--- src/rtl/pipe_hazard_ctrl_if.sv ---
// Bus between the pipeline datapath and the hazard/control unit.
// The datapath side (master) supplies decoded controls and operand data;
// the control unit (slave) returns PC, enables, valids and forwarded operands.
interface pipe_hazard_ctrl_if #(
    parameter int XLEN   = 32,
    parameter int REG_AW = 5,
    parameter int CNT_W  = 16
);
    // Datapath -> control unit
    logic [REG_AW-1:0] id_rs1;
    logic [REG_AW-1:0] id_rs2;
    logic              id_use_rs1;
    logic              id_use_rs2;
    logic [REG_AW-1:0] id_rd;
    logic              id_regwrite;
    logic              id_memread;
    logic              id_memwrite;
    logic [XLEN-1:0]   id_rs1_data;
    logic [XLEN-1:0]   id_rs2_data;
    logic [XLEN-1:0]   ex_rs1_data;
    logic [XLEN-1:0]   ex_rs2_data;
    logic [XLEN-1:0]   mem_result;
    logic [XLEN-1:0]   wb_data;
    logic              ex_br_taken;
    logic [XLEN-1:0]   ex_br_target;

    // Control unit -> datapath
    logic [XLEN-1:0]   pc;
    logic              if_id_en;
    logic              stall;
    logic              flush;
    logic              id_valid;
    logic              ex_valid;
    logic              mem_valid;
    logic              wb_valid;
    logic [XLEN-1:0]   id_op_a;
    logic [XLEN-1:0]   id_op_b;
    logic [XLEN-1:0]   ex_op_a;
    logic [XLEN-1:0]   ex_op_b;
    logic [1:0]        fwd_a_sel;
    logic [1:0]        fwd_b_sel;
    logic              mem_we;
    logic              wb_we;
    logic [CNT_W-1:0]  stall_cnt;
    logic [CNT_W-1:0]  flush_cnt;

    modport master (
        output id_rs1, id_rs2, id_use_rs1, id_use_rs2, id_rd,
               id_regwrite, id_memread, id_memwrite,
               id_rs1_data, id_rs2_data, ex_rs1_data, ex_rs2_data,
               mem_result, wb_data, ex_br_taken, ex_br_target,
        input  pc, if_id_en, stall, flush,
               id_valid, ex_valid, mem_valid, wb_valid,
               id_op_a, id_op_b, ex_op_a, ex_op_b, fwd_a_sel, fwd_b_sel,
               mem_we, wb_we, stall_cnt, flush_cnt
    );

    modport slave (
        input  id_rs1, id_rs2, id_use_rs1, id_use_rs2, id_rd,
               id_regwrite, id_memread, id_memwrite,
               id_rs1_data, id_rs2_data, ex_rs1_data, ex_rs2_data,
               mem_result, wb_data, ex_br_taken, ex_br_target,
        output pc, if_id_en, stall, flush,
               id_valid, ex_valid, mem_valid, wb_valid,
               id_op_a, id_op_b, ex_op_a, ex_op_b, fwd_a_sel, fwd_b_sel,
               mem_we, wb_we, stall_cnt, flush_cnt
    );
endinterface

--- src/rtl/pipe_hazard_ctrl.sv ---
// Pipeline control and hazard unit for a 5-stage in-order core.
// Holds the PC, per-stage valid bits and the control shadows needed to
// detect RAW/load-use hazards, selects forwarding sources, stalls/bubbles
// the front end, flushes on taken EX branches and counts stalls/flushes.
module pipe_hazard_ctrl #(
    parameter int              XLEN     = 32,
    parameter int              REG_AW   = 5,
    parameter int              FWD_EN   = 1,
    parameter logic [XLEN-1:0] RESET_PC = '0,
    parameter int              CNT_W    = 16
) (
    input logic               clk,
    input logic               rst,
    pipe_hazard_ctrl_if.slave bus
);

    logic [XLEN-1:0]   pc_reg;
    logic              started;
    logic              id_v, ex_v, mem_v, wb_v;
    logic [REG_AW-1:0] ex_rd, mem_rd, wb_rd;
    logic [REG_AW-1:0] ex_rs1, ex_rs2;
    logic              ex_use_rs1, ex_use_rs2;
    logic              ex_regwrite, ex_memread, ex_memwrite;
    logic              mem_regwrite, mem_memwrite;
    logic              wb_regwrite;
    logic [CNT_W-1:0]  stall_cnt_reg, flush_cnt_reg;

    logic              flush_c, hazard, stall_c;

    // A producer satisfies a source when it is live, writes a register,
    // targets that register and the register is not x0.
    function automatic logic src_match(input logic v, input logic rw,
                                       input logic [REG_AW-1:0] rd,
                                       input logic [REG_AW-1:0] rs,
                                       input logic use_rs);
        return use_rs & v & rw & (rd != '0) & (rd == rs);
    endfunction

    // One slice per source operand (0 = rs1/op_a, 1 = rs2/op_b).
    generate
        for (genvar gi = 0; gi < 2; gi++) begin : g_src
            logic [REG_AW-1:0] id_src, ex_src;
            logic              id_use, ex_use;
            logic [XLEN-1:0]   id_rdata, ex_rdata;
            logic              hit_ex, hit_mem, hit_wb;
            logic [1:0]        sel;
            logic [XLEN-1:0]   ex_opnd, id_opnd;

            assign id_src   = (gi == 0) ? bus.id_rs1      : bus.id_rs2;
            assign id_use   = (gi == 0) ? bus.id_use_rs1  : bus.id_use_rs2;
            assign id_rdata = (gi == 0) ? bus.id_rs1_data : bus.id_rs2_data;
            assign ex_src   = (gi == 0) ? ex_rs1          : ex_rs2;
            assign ex_use   = (gi == 0) ? ex_use_rs1      : ex_use_rs2;
            assign ex_rdata = (gi == 0) ? bus.ex_rs1_data : bus.ex_rs2_data;

            // Dependencies of the instruction in ID on older in-flight writers.
            assign hit_ex  = src_match(ex_v,  ex_regwrite,  ex_rd,  id_src, id_use);
            assign hit_mem = src_match(mem_v, mem_regwrite, mem_rd, id_src, id_use);
            assign hit_wb  = src_match(wb_v,  wb_regwrite,  wb_rd,  id_src, id_use);

            // EX operand forwarding: the youngest producer (MEM) wins over WB.
            always_comb begin
                sel     = 2'b00;
                ex_opnd = ex_rdata;
                if (FWD_EN != 0) begin
                    if (src_match(mem_v, mem_regwrite, mem_rd, ex_src, ex_use)) begin
                        sel     = 2'b10;
                        ex_opnd = bus.mem_result;
                    end else if (src_match(wb_v, wb_regwrite, wb_rd, ex_src, ex_use)) begin
                        sel     = 2'b01;
                        ex_opnd = bus.wb_data;
                    end
                end
            end

            // ID operand bypass: covers the regfile write happening this same cycle.
            always_comb begin
                id_opnd = id_rdata;
                if ((FWD_EN != 0) && hit_wb) begin
                    id_opnd = bus.wb_data;
                end
            end
        end
    endgenerate

    // With forwarding only a load feeding its immediate successor must wait;
    // without it every outstanding writer of a source blocks ID.
    assign hazard = (FWD_EN != 0)
                  ? ((g_src[0].hit_ex | g_src[1].hit_ex) & ex_memread)
                  : (g_src[0].hit_ex | g_src[1].hit_ex | g_src[0].hit_mem |
                     g_src[1].hit_mem | g_src[0].hit_wb | g_src[1].hit_wb);
    assign flush_c = ex_v & bus.ex_br_taken;
    assign stall_c = id_v & ~flush_c & hazard;

    assign bus.pc        = pc_reg;
    assign bus.if_id_en  = ~stall_c | flush_c;
    assign bus.stall     = stall_c;
    assign bus.flush     = flush_c;
    assign bus.id_valid  = id_v;
    assign bus.ex_valid  = ex_v;
    assign bus.mem_valid = mem_v;
    assign bus.wb_valid  = wb_v;
    assign bus.ex_op_a   = g_src[0].ex_opnd;
    assign bus.ex_op_b   = g_src[1].ex_opnd;
    assign bus.fwd_a_sel = g_src[0].sel;
    assign bus.fwd_b_sel = g_src[1].sel;
    assign bus.id_op_a   = g_src[0].id_opnd;
    assign bus.id_op_b   = g_src[1].id_opnd;
    assign bus.mem_we    = mem_v & mem_memwrite;
    assign bus.wb_we     = wb_v & wb_regwrite;
    assign bus.stall_cnt = stall_cnt_reg;
    assign bus.flush_cnt = flush_cnt_reg;

    // PC, stage valids, control shadows and counters; flush > stall > advance.
    // The first edge after reset release only arms the front end so the fetch
    // at RESET_PC gets a full cycle; that instruction reaches ID on edge two.
    always_ff @(posedge clk or posedge rst) begin
        if (rst) begin
            pc_reg        <= RESET_PC;
            started       <= 1'b0;
            id_v          <= 1'b0;
            ex_v          <= 1'b0;
            mem_v         <= 1'b0;
            wb_v          <= 1'b0;
            ex_rd         <= '0;
            ex_rs1        <= '0;
            ex_rs2        <= '0;
            ex_use_rs1    <= 1'b0;
            ex_use_rs2    <= 1'b0;
            ex_regwrite   <= 1'b0;
            ex_memread    <= 1'b0;
            ex_memwrite   <= 1'b0;
            mem_rd        <= '0;
            mem_regwrite  <= 1'b0;
            mem_memwrite  <= 1'b0;
            wb_rd         <= '0;
            wb_regwrite   <= 1'b0;
            stall_cnt_reg <= '0;
            flush_cnt_reg <= '0;
        end else begin
            started      <= 1'b1;
            mem_v        <= ex_v;
            mem_rd       <= ex_rd;
            mem_regwrite <= ex_regwrite;
            mem_memwrite <= ex_memwrite;
            wb_v         <= mem_v;
            wb_rd        <= mem_rd;
            wb_regwrite  <= mem_regwrite;
            if (started) begin
                if (flush_c) begin
                    pc_reg <= bus.ex_br_target;
                    id_v   <= 1'b0;
                    ex_v   <= 1'b0;
                end else if (stall_c) begin
                    ex_v   <= 1'b0;
                end else begin
                    pc_reg      <= pc_reg + XLEN'(4);
                    id_v        <= 1'b1;
                    ex_v        <= id_v;
                    ex_rd       <= bus.id_rd;
                    ex_rs1      <= bus.id_rs1;
                    ex_rs2      <= bus.id_rs2;
                    ex_use_rs1  <= bus.id_use_rs1;
                    ex_use_rs2  <= bus.id_use_rs2;
                    ex_regwrite <= bus.id_regwrite;
                    ex_memread  <= bus.id_memread;
                    ex_memwrite <= bus.id_memwrite;
                end
            end
            if (stall_c && (stall_cnt_reg != {CNT_W{1'b1}})) begin
                stall_cnt_reg <= stall_cnt_reg + CNT_W'(1);
            end
            if (flush_c && (flush_cnt_reg != {CNT_W{1'b1}})) begin
                flush_cnt_reg <= flush_cnt_reg + CNT_W'(1);
            end
        end
    end

endmodule

--- src/flat_wrapper.sv ---
// flat-port wrapper written by rule: the top's interface ports become plain ports
module pipe_hazard_ctrl_flat 
#(
    parameter int              XLEN     = 32,
    parameter int              REG_AW   = 5,
    parameter int              FWD_EN   = 1,
    parameter logic [XLEN-1:0] RESET_PC = '0,
    parameter int              CNT_W    = 16
)
  (clk, rst, bus_id_rs1, bus_id_rs2, bus_id_use_rs1, bus_id_use_rs2, bus_id_rd, bus_id_regwrite, bus_id_memread, bus_id_memwrite, bus_id_rs1_data, bus_id_rs2_data, bus_ex_rs1_data, bus_ex_rs2_data, bus_mem_result, bus_wb_data, bus_ex_br_taken, bus_ex_br_target, bus_pc, bus_if_id_en, bus_stall, bus_flush, bus_id_valid, bus_ex_valid, bus_mem_valid, bus_wb_valid, bus_id_op_a, bus_id_op_b, bus_ex_op_a, bus_ex_op_b, bus_fwd_a_sel, bus_fwd_b_sel, bus_mem_we, bus_wb_we, bus_stall_cnt, bus_flush_cnt);
  pipe_hazard_ctrl_if #(.XLEN(XLEN), .REG_AW(REG_AW), .CNT_W(CNT_W)) bus_i ();
  input logic clk;
  input logic rst;
  input wire logic [$bits(bus_i.id_rs1)-1:0] bus_id_rs1;
  input wire logic [$bits(bus_i.id_rs2)-1:0] bus_id_rs2;
  input wire logic [$bits(bus_i.id_use_rs1)-1:0] bus_id_use_rs1;
  input wire logic [$bits(bus_i.id_use_rs2)-1:0] bus_id_use_rs2;
  input wire logic [$bits(bus_i.id_rd)-1:0] bus_id_rd;
  input wire logic [$bits(bus_i.id_regwrite)-1:0] bus_id_regwrite;
  input wire logic [$bits(bus_i.id_memread)-1:0] bus_id_memread;
  input wire logic [$bits(bus_i.id_memwrite)-1:0] bus_id_memwrite;
  input wire logic [$bits(bus_i.id_rs1_data)-1:0] bus_id_rs1_data;
  input wire logic [$bits(bus_i.id_rs2_data)-1:0] bus_id_rs2_data;
  input wire logic [$bits(bus_i.ex_rs1_data)-1:0] bus_ex_rs1_data;
  input wire logic [$bits(bus_i.ex_rs2_data)-1:0] bus_ex_rs2_data;
  input wire logic [$bits(bus_i.mem_result)-1:0] bus_mem_result;
  input wire logic [$bits(bus_i.wb_data)-1:0] bus_wb_data;
  input wire logic [$bits(bus_i.ex_br_taken)-1:0] bus_ex_br_taken;
  input wire logic [$bits(bus_i.ex_br_target)-1:0] bus_ex_br_target;
  output wire logic [$bits(bus_i.pc)-1:0] bus_pc;
  output wire logic [$bits(bus_i.if_id_en)-1:0] bus_if_id_en;
  output wire logic [$bits(bus_i.stall)-1:0] bus_stall;
  output wire logic [$bits(bus_i.flush)-1:0] bus_flush;
  output wire logic [$bits(bus_i.id_valid)-1:0] bus_id_valid;
  output wire logic [$bits(bus_i.ex_valid)-1:0] bus_ex_valid;
  output wire logic [$bits(bus_i.mem_valid)-1:0] bus_mem_valid;
  output wire logic [$bits(bus_i.wb_valid)-1:0] bus_wb_valid;
  output wire logic [$bits(bus_i.id_op_a)-1:0] bus_id_op_a;
  output wire logic [$bits(bus_i.id_op_b)-1:0] bus_id_op_b;
  output wire logic [$bits(bus_i.ex_op_a)-1:0] bus_ex_op_a;
  output wire logic [$bits(bus_i.ex_op_b)-1:0] bus_ex_op_b;
  output wire logic [$bits(bus_i.fwd_a_sel)-1:0] bus_fwd_a_sel;
  output wire logic [$bits(bus_i.fwd_b_sel)-1:0] bus_fwd_b_sel;
  output wire logic [$bits(bus_i.mem_we)-1:0] bus_mem_we;
  output wire logic [$bits(bus_i.wb_we)-1:0] bus_wb_we;
  output wire logic [$bits(bus_i.stall_cnt)-1:0] bus_stall_cnt;
  output wire logic [$bits(bus_i.flush_cnt)-1:0] bus_flush_cnt;
  assign bus_i.id_rs1 = bus_id_rs1;
  assign bus_i.id_rs2 = bus_id_rs2;
  assign bus_i.id_use_rs1 = bus_id_use_rs1;
  assign bus_i.id_use_rs2 = bus_id_use_rs2;
  assign bus_i.id_rd = bus_id_rd;
  assign bus_i.id_regwrite = bus_id_regwrite;
  assign bus_i.id_memread = bus_id_memread;
  assign bus_i.id_memwrite = bus_id_memwrite;
  assign bus_i.id_rs1_data = bus_id_rs1_data;
  assign bus_i.id_rs2_data = bus_id_rs2_data;
  assign bus_i.ex_rs1_data = bus_ex_rs1_data;
  assign bus_i.ex_rs2_data = bus_ex_rs2_data;
  assign bus_i.mem_result = bus_mem_result;
  assign bus_i.wb_data = bus_wb_data;
  assign bus_i.ex_br_taken = bus_ex_br_taken;
  assign bus_i.ex_br_target = bus_ex_br_target;
  assign bus_pc = bus_i.pc;
  assign bus_if_id_en = bus_i.if_id_en;
  assign bus_stall = bus_i.stall;
  assign bus_flush = bus_i.flush;
  assign bus_id_valid = bus_i.id_valid;
  assign bus_ex_valid = bus_i.ex_valid;
  assign bus_mem_valid = bus_i.mem_valid;
  assign bus_wb_valid = bus_i.wb_valid;
  assign bus_id_op_a = bus_i.id_op_a;
  assign bus_id_op_b = bus_i.id_op_b;
  assign bus_ex_op_a = bus_i.ex_op_a;
  assign bus_ex_op_b = bus_i.ex_op_b;
  assign bus_fwd_a_sel = bus_i.fwd_a_sel;
  assign bus_fwd_b_sel = bus_i.fwd_b_sel;
  assign bus_mem_we = bus_i.mem_we;
  assign bus_wb_we = bus_i.wb_we;
  assign bus_stall_cnt = bus_i.stall_cnt;
  assign bus_flush_cnt = bus_i.flush_cnt;
  pipe_hazard_ctrl #(.XLEN(XLEN), .REG_AW(REG_AW), .FWD_EN(FWD_EN), .RESET_PC(RESET_PC), .CNT_W(CNT_W)) u_core (.clk(clk), .rst(rst), .bus(bus_i));
endmodule
--- config.mk ---
export PLATFORM = sky130hd
export DESIGN_NAME = pipe_hazard_ctrl_flat
export DESIGN_NICKNAME = d
export VERILOG_FILES = /design/src/rtl/pipe_hazard_ctrl_if.sv /design/src/rtl/pipe_hazard_ctrl.sv /design/src/flat_wrapper.sv
export SDC_FILE = /design/constraint.sdc
export NUM_CORES = 1
export LEC_CHECK = 0
export CORE_AREA = 2 2 178 180
export CTS_CLUSTER_DIAMETER = 60
export DETAILED_ROUTE_END_ITERATION = 6
export DIE_AREA = 0 0 180 182
export MAX_ROUTING_LAYER = met4
export PLACE_DENSITY = 0.57
export SLEW_MARGIN = 20
export SYNTH_ARGS = -nofsm -noshare
export SYNTH_HDL_FRONTEND = slang
export SYNTH_SLANG_ARGS = --single-unit
export TNS_END_PERCENT = 30
--- constraint.sdc ---
create_clock -name clk -period 5.12 [get_ports clk]
set_clock_uncertainty 0.1 [all_clocks]
set_input_delay 1.024 -clock clk [delete_from_list [all_inputs] [get_ports clk]]
set_output_delay 1.024 -clock clk [all_outputs]
set_load 0.02 [all_outputs]
==> impl_results.md, run 1 <==
* Finished Layout Cells at roughly 1700
* Root Buffer: clkbuf_16
* Utilization after layout at between 40% and 50%
* # IOs at ~450
* Slowest-stage cell, CP: nor3_4
* Number of global-route vias before repair at around 7900
* Data required, critical path at approximately 4000 ps
* Top Family by Delay on Critical Path: buffers and inverters
* Critical Path Stages at 7
* Final Wtd Congestion at 0.900
* H-tree levels at 3
* Least-Margin Pin Slew at ~1000 ps
* Chip height at roughly 180 um
* Most frequent cells in the layout: 451 x clkdlybuf4s50_1, 117 x nand2_1, 102 x dfrtp_1
* Dpl cells at around 1600
* Core ar. at approximately 31000 um2
* Power Total at between 3 and 4 mW
* Worst setup SP type: flip-flop
* Maximum VDD drop at 0.251 mV
* Setup Crit Path Kind: reg -> out
* Most common cell after layout, fill and taps aside: clkdlybuf4s50_1
* Post-Syn Area at about 7300 um2
* Switching pwr at around 1.5 mW
* CTS buffer count at 9
* Die width at between 150 and 200 um
* Fmax at 0.213 GHz
* Final ANT Viol Nets at 0
* Post-CTS Hold Buffers at 0
* Skew-Pair Late Insertion Delay at around 340 ps
* Initial antenna violation count at 5
* Drt total wl at roughly 35 mm
* Initial DRC Count at about 350
* R2R Path End: u_core.bus.pc[18]
* Adder-cell share of the synthesized area at less than 1%
* Synth Area in Simple Gates at roughly 16%
* CTS Sinks at 102
* Largest stage delay, worst path at approximately 840 ps
* Unrepaired setup endpoints after global routing: false
* Headroom to the max-slew limit at 32.4%
* Outcome: finished clean
* #FFs+latches synth at between 100 and 150
* Post-CTS Setup Bufs at 0
* Warnings, synthesis at 0
* Hpwl dp at between 20 and 30 mm
* Seq/Total Area, Yosys at about a third
* CTS resizes at 0
* Remaining DRCs at 0
* Depth of the most critical reg-to-reg path at 7
* Mean Syn Cell Area at roughly 9 um2
* Max FFs per register at 32
* Placed cell area at approximately 12000 um2
* Critical R2R Launch: u_core.ex_rd[4]
* Buf/Inv on CP at 2
* Synth Area in Compound Gates at around 14%
* Area growth syn-to-layout at 71.2%
* Max Slew Vio Count at 0
* Share of cells above drive strength 1 at 10.2%
* Combinational fraction of design power at about 46%
* Min Clock Period, post-route at about 4700 ps
* R2R Setup Slk at ~2200 ps
* Drt pass-1 iters at 6
* CP max FO at 18
* PwrDens at slightly below 300 nW/um2
* HP Start: u_core.ex_memwrite
* Sw Share at 40.1%
* Final setup viols at 0
* Unique masters post-synth at 54
* Final #Nets at between 1000 and 1500
* Clock power share at between 10% and 20%
* Multiplexer share of the synthesized area at 22.6%
* CTS tree: done
* Pleak at 4.53 nW
* Internal at roughly 2.2 mW
* Post-Synth XOR/XNOR Area at between 8 and 9%
* Critical Path End Type: output pin
* Worst min-delay path class: reg -> reg
* Die area at between 30000 and 40000 um2
* Hold Path Stages at 0
* GRT overflow at 0
* IO Port Bufs at between 400 and 500
* Synth Net Count at 1066
* Max Root-Sink Buffers at 2
* Final Hold Viols at 0
* Worst hold path endpoint: u_core.mem_memwrite
* Max cap viols at 0
* Post-route setup TNS at 0 ps
* Tot GR Track Use at about a fifth
* Final Cell Area at about 13000 um2
* Initial core utilization at approximately a quarter
* Async SR Flop Fraction at 100%
* Top_reg_cell synth: dfrtp_1
* Drt wl/cell at about 21 um
* Vias at between 7000 and 8000
* Post-synth EDFFs at 0
* Worst EP arrival at between 3000 and 4000 ps
* Site Rows at 65
* Crit share post-route at between 90 and 100%
* Clock slew at reported path FFs at roughly 70 ps
* Post-DR vias/cell at between 4 and 5
* Cells after synthesis at between 800 and 900
* Largest net degree at the start of global routing at 67
* First-pass GRT wire length at 51.2 mm
* Main combinational cell family by area after synthesis: multiplexers
* CP Cell Sequence: xnor2_1 -> nand4_1 -> nor3_4 -> buf_4 -> mux2i_1 -> o21ai_0 -> clkdlybuf4s50_1
* Power share of the sequential group at 35.6%
-- metal layers --
layer,vias up,track usage [%],part of all wire [%]
met1,3801,25.6,42
met2,335,35.4,50
met5,-,-,0
met4,0,4.49,1.5
li1,3794,-,-
met3,24,4.19,7.1
-- how the worst max path moves through the flow --
stage / slack (ps) / end / from
finish: 430 / bus_ex_op_a[3] / u_core.wb_rd[1]
global route: 150 / bus_ex_op_a[2] / u_core.wb_rd[1]
CTS: 390 / bus_ex_op_a[3] / u_core.wb_rd[1]
detailed placement: 610 / bus_id_op_b[27] / bus_id_rs2[2]
global placement: 620 / bus_id_op_b[27] / bus_id_rs2[2]
floorplan: 1320 / u_core.bus.ex_valid / rst
-- Yosys cell counts (8+ instances only) --
| cell type | number | area [um2] |
|---|---|---|
| nand2_1 | 117 | 439 |
| dfrtp_1 | 102 | 2550 |
| mux2_2 | 85 | 957 |
| o21ai_0 | 78 | 390 |
| mux2i_1 | 65 | 651 |
| xnor2_1 | 51 | 447 |
| a21oi_1 | 45 | 225 |
| nor2_1 | 32 | 120 |
| clkbuf_1 | 29 | 109 |
| nand3_1 | 29 | 145 |
| nand4_1 | 28 | 175 |
| xor2_1 | 17 | 149 |
| nor3_1 | 14 | 70.1 |
| o21ai_1 | 12 | 60.1 |
| buf_2 | 11 | 55.1 |
| o22ai_1 | 10 | 62.6 |
| a31oi_1 | 8 | 50.1 |
| inv_1 | 8 | 30.0 |
-- through the flow --
stage	hold slack [ps]	setup WS [ps]
2_1_floorplan	249	1320
3_3_place_gp	258	619
3_5_place_dp	263	612
4_1_cts	281	390
5_1_grt	291	154
6_report	282	427
-- logic make-up after synthesis --
| group | after synthesis |
|---|---|
| other cells | 1 |
| simple gates | 253 |
| buf+inv | 58 |
| mux | 154 |
| flops | 102 |
| xor+xnor | 68 |
| fa+ha+maj | 3 |
| compound gates | 177 |
-- final cells by class --
cell class | count | area, um2
Antenna cell | 4 | 10.0
Clock buffer | 9 | 225
Clock inverter | 7 | 57.6
Fill cell | 3163 | 18500
Inverter | 8 | 32.5
Multi-Input combinational cell | 656 | 4520
Sequential cell | 102 | 2550
Tap cell | 402 | 503
Timing Repair Buffer | 464 | 4640
-- power groups by stage --
stage	Combinational, mW	Clock (mW)	Sequential [mW]
floorplan	0.751	0	1.40
global placement	1.71	0	1.33
detailed placement	1.72	0	1.33
CTS	1.73	0.691	1.32
global route	1.84	0.728	1.37
finish	1.72	0.674	1.32
(Power assumes the default switching activity.)
==> inputs of run 2 (changes only) <==
- GPL_TIMING_DRIVEN: unset -> 1
==> results of run 2 <==
The final DEF is identical to that of run 1; final timing and power are the same.
==> inputs of run 3 (changes only) <==
- ABC_CLOCK_PERIOD_IN_PS: unset -> 5120
- CTS_CLUSTER_DIAMETER: 60 -> 120
==> results of run 3 <==
The final DEF is identical to that of run 1; final timing and power are the same.
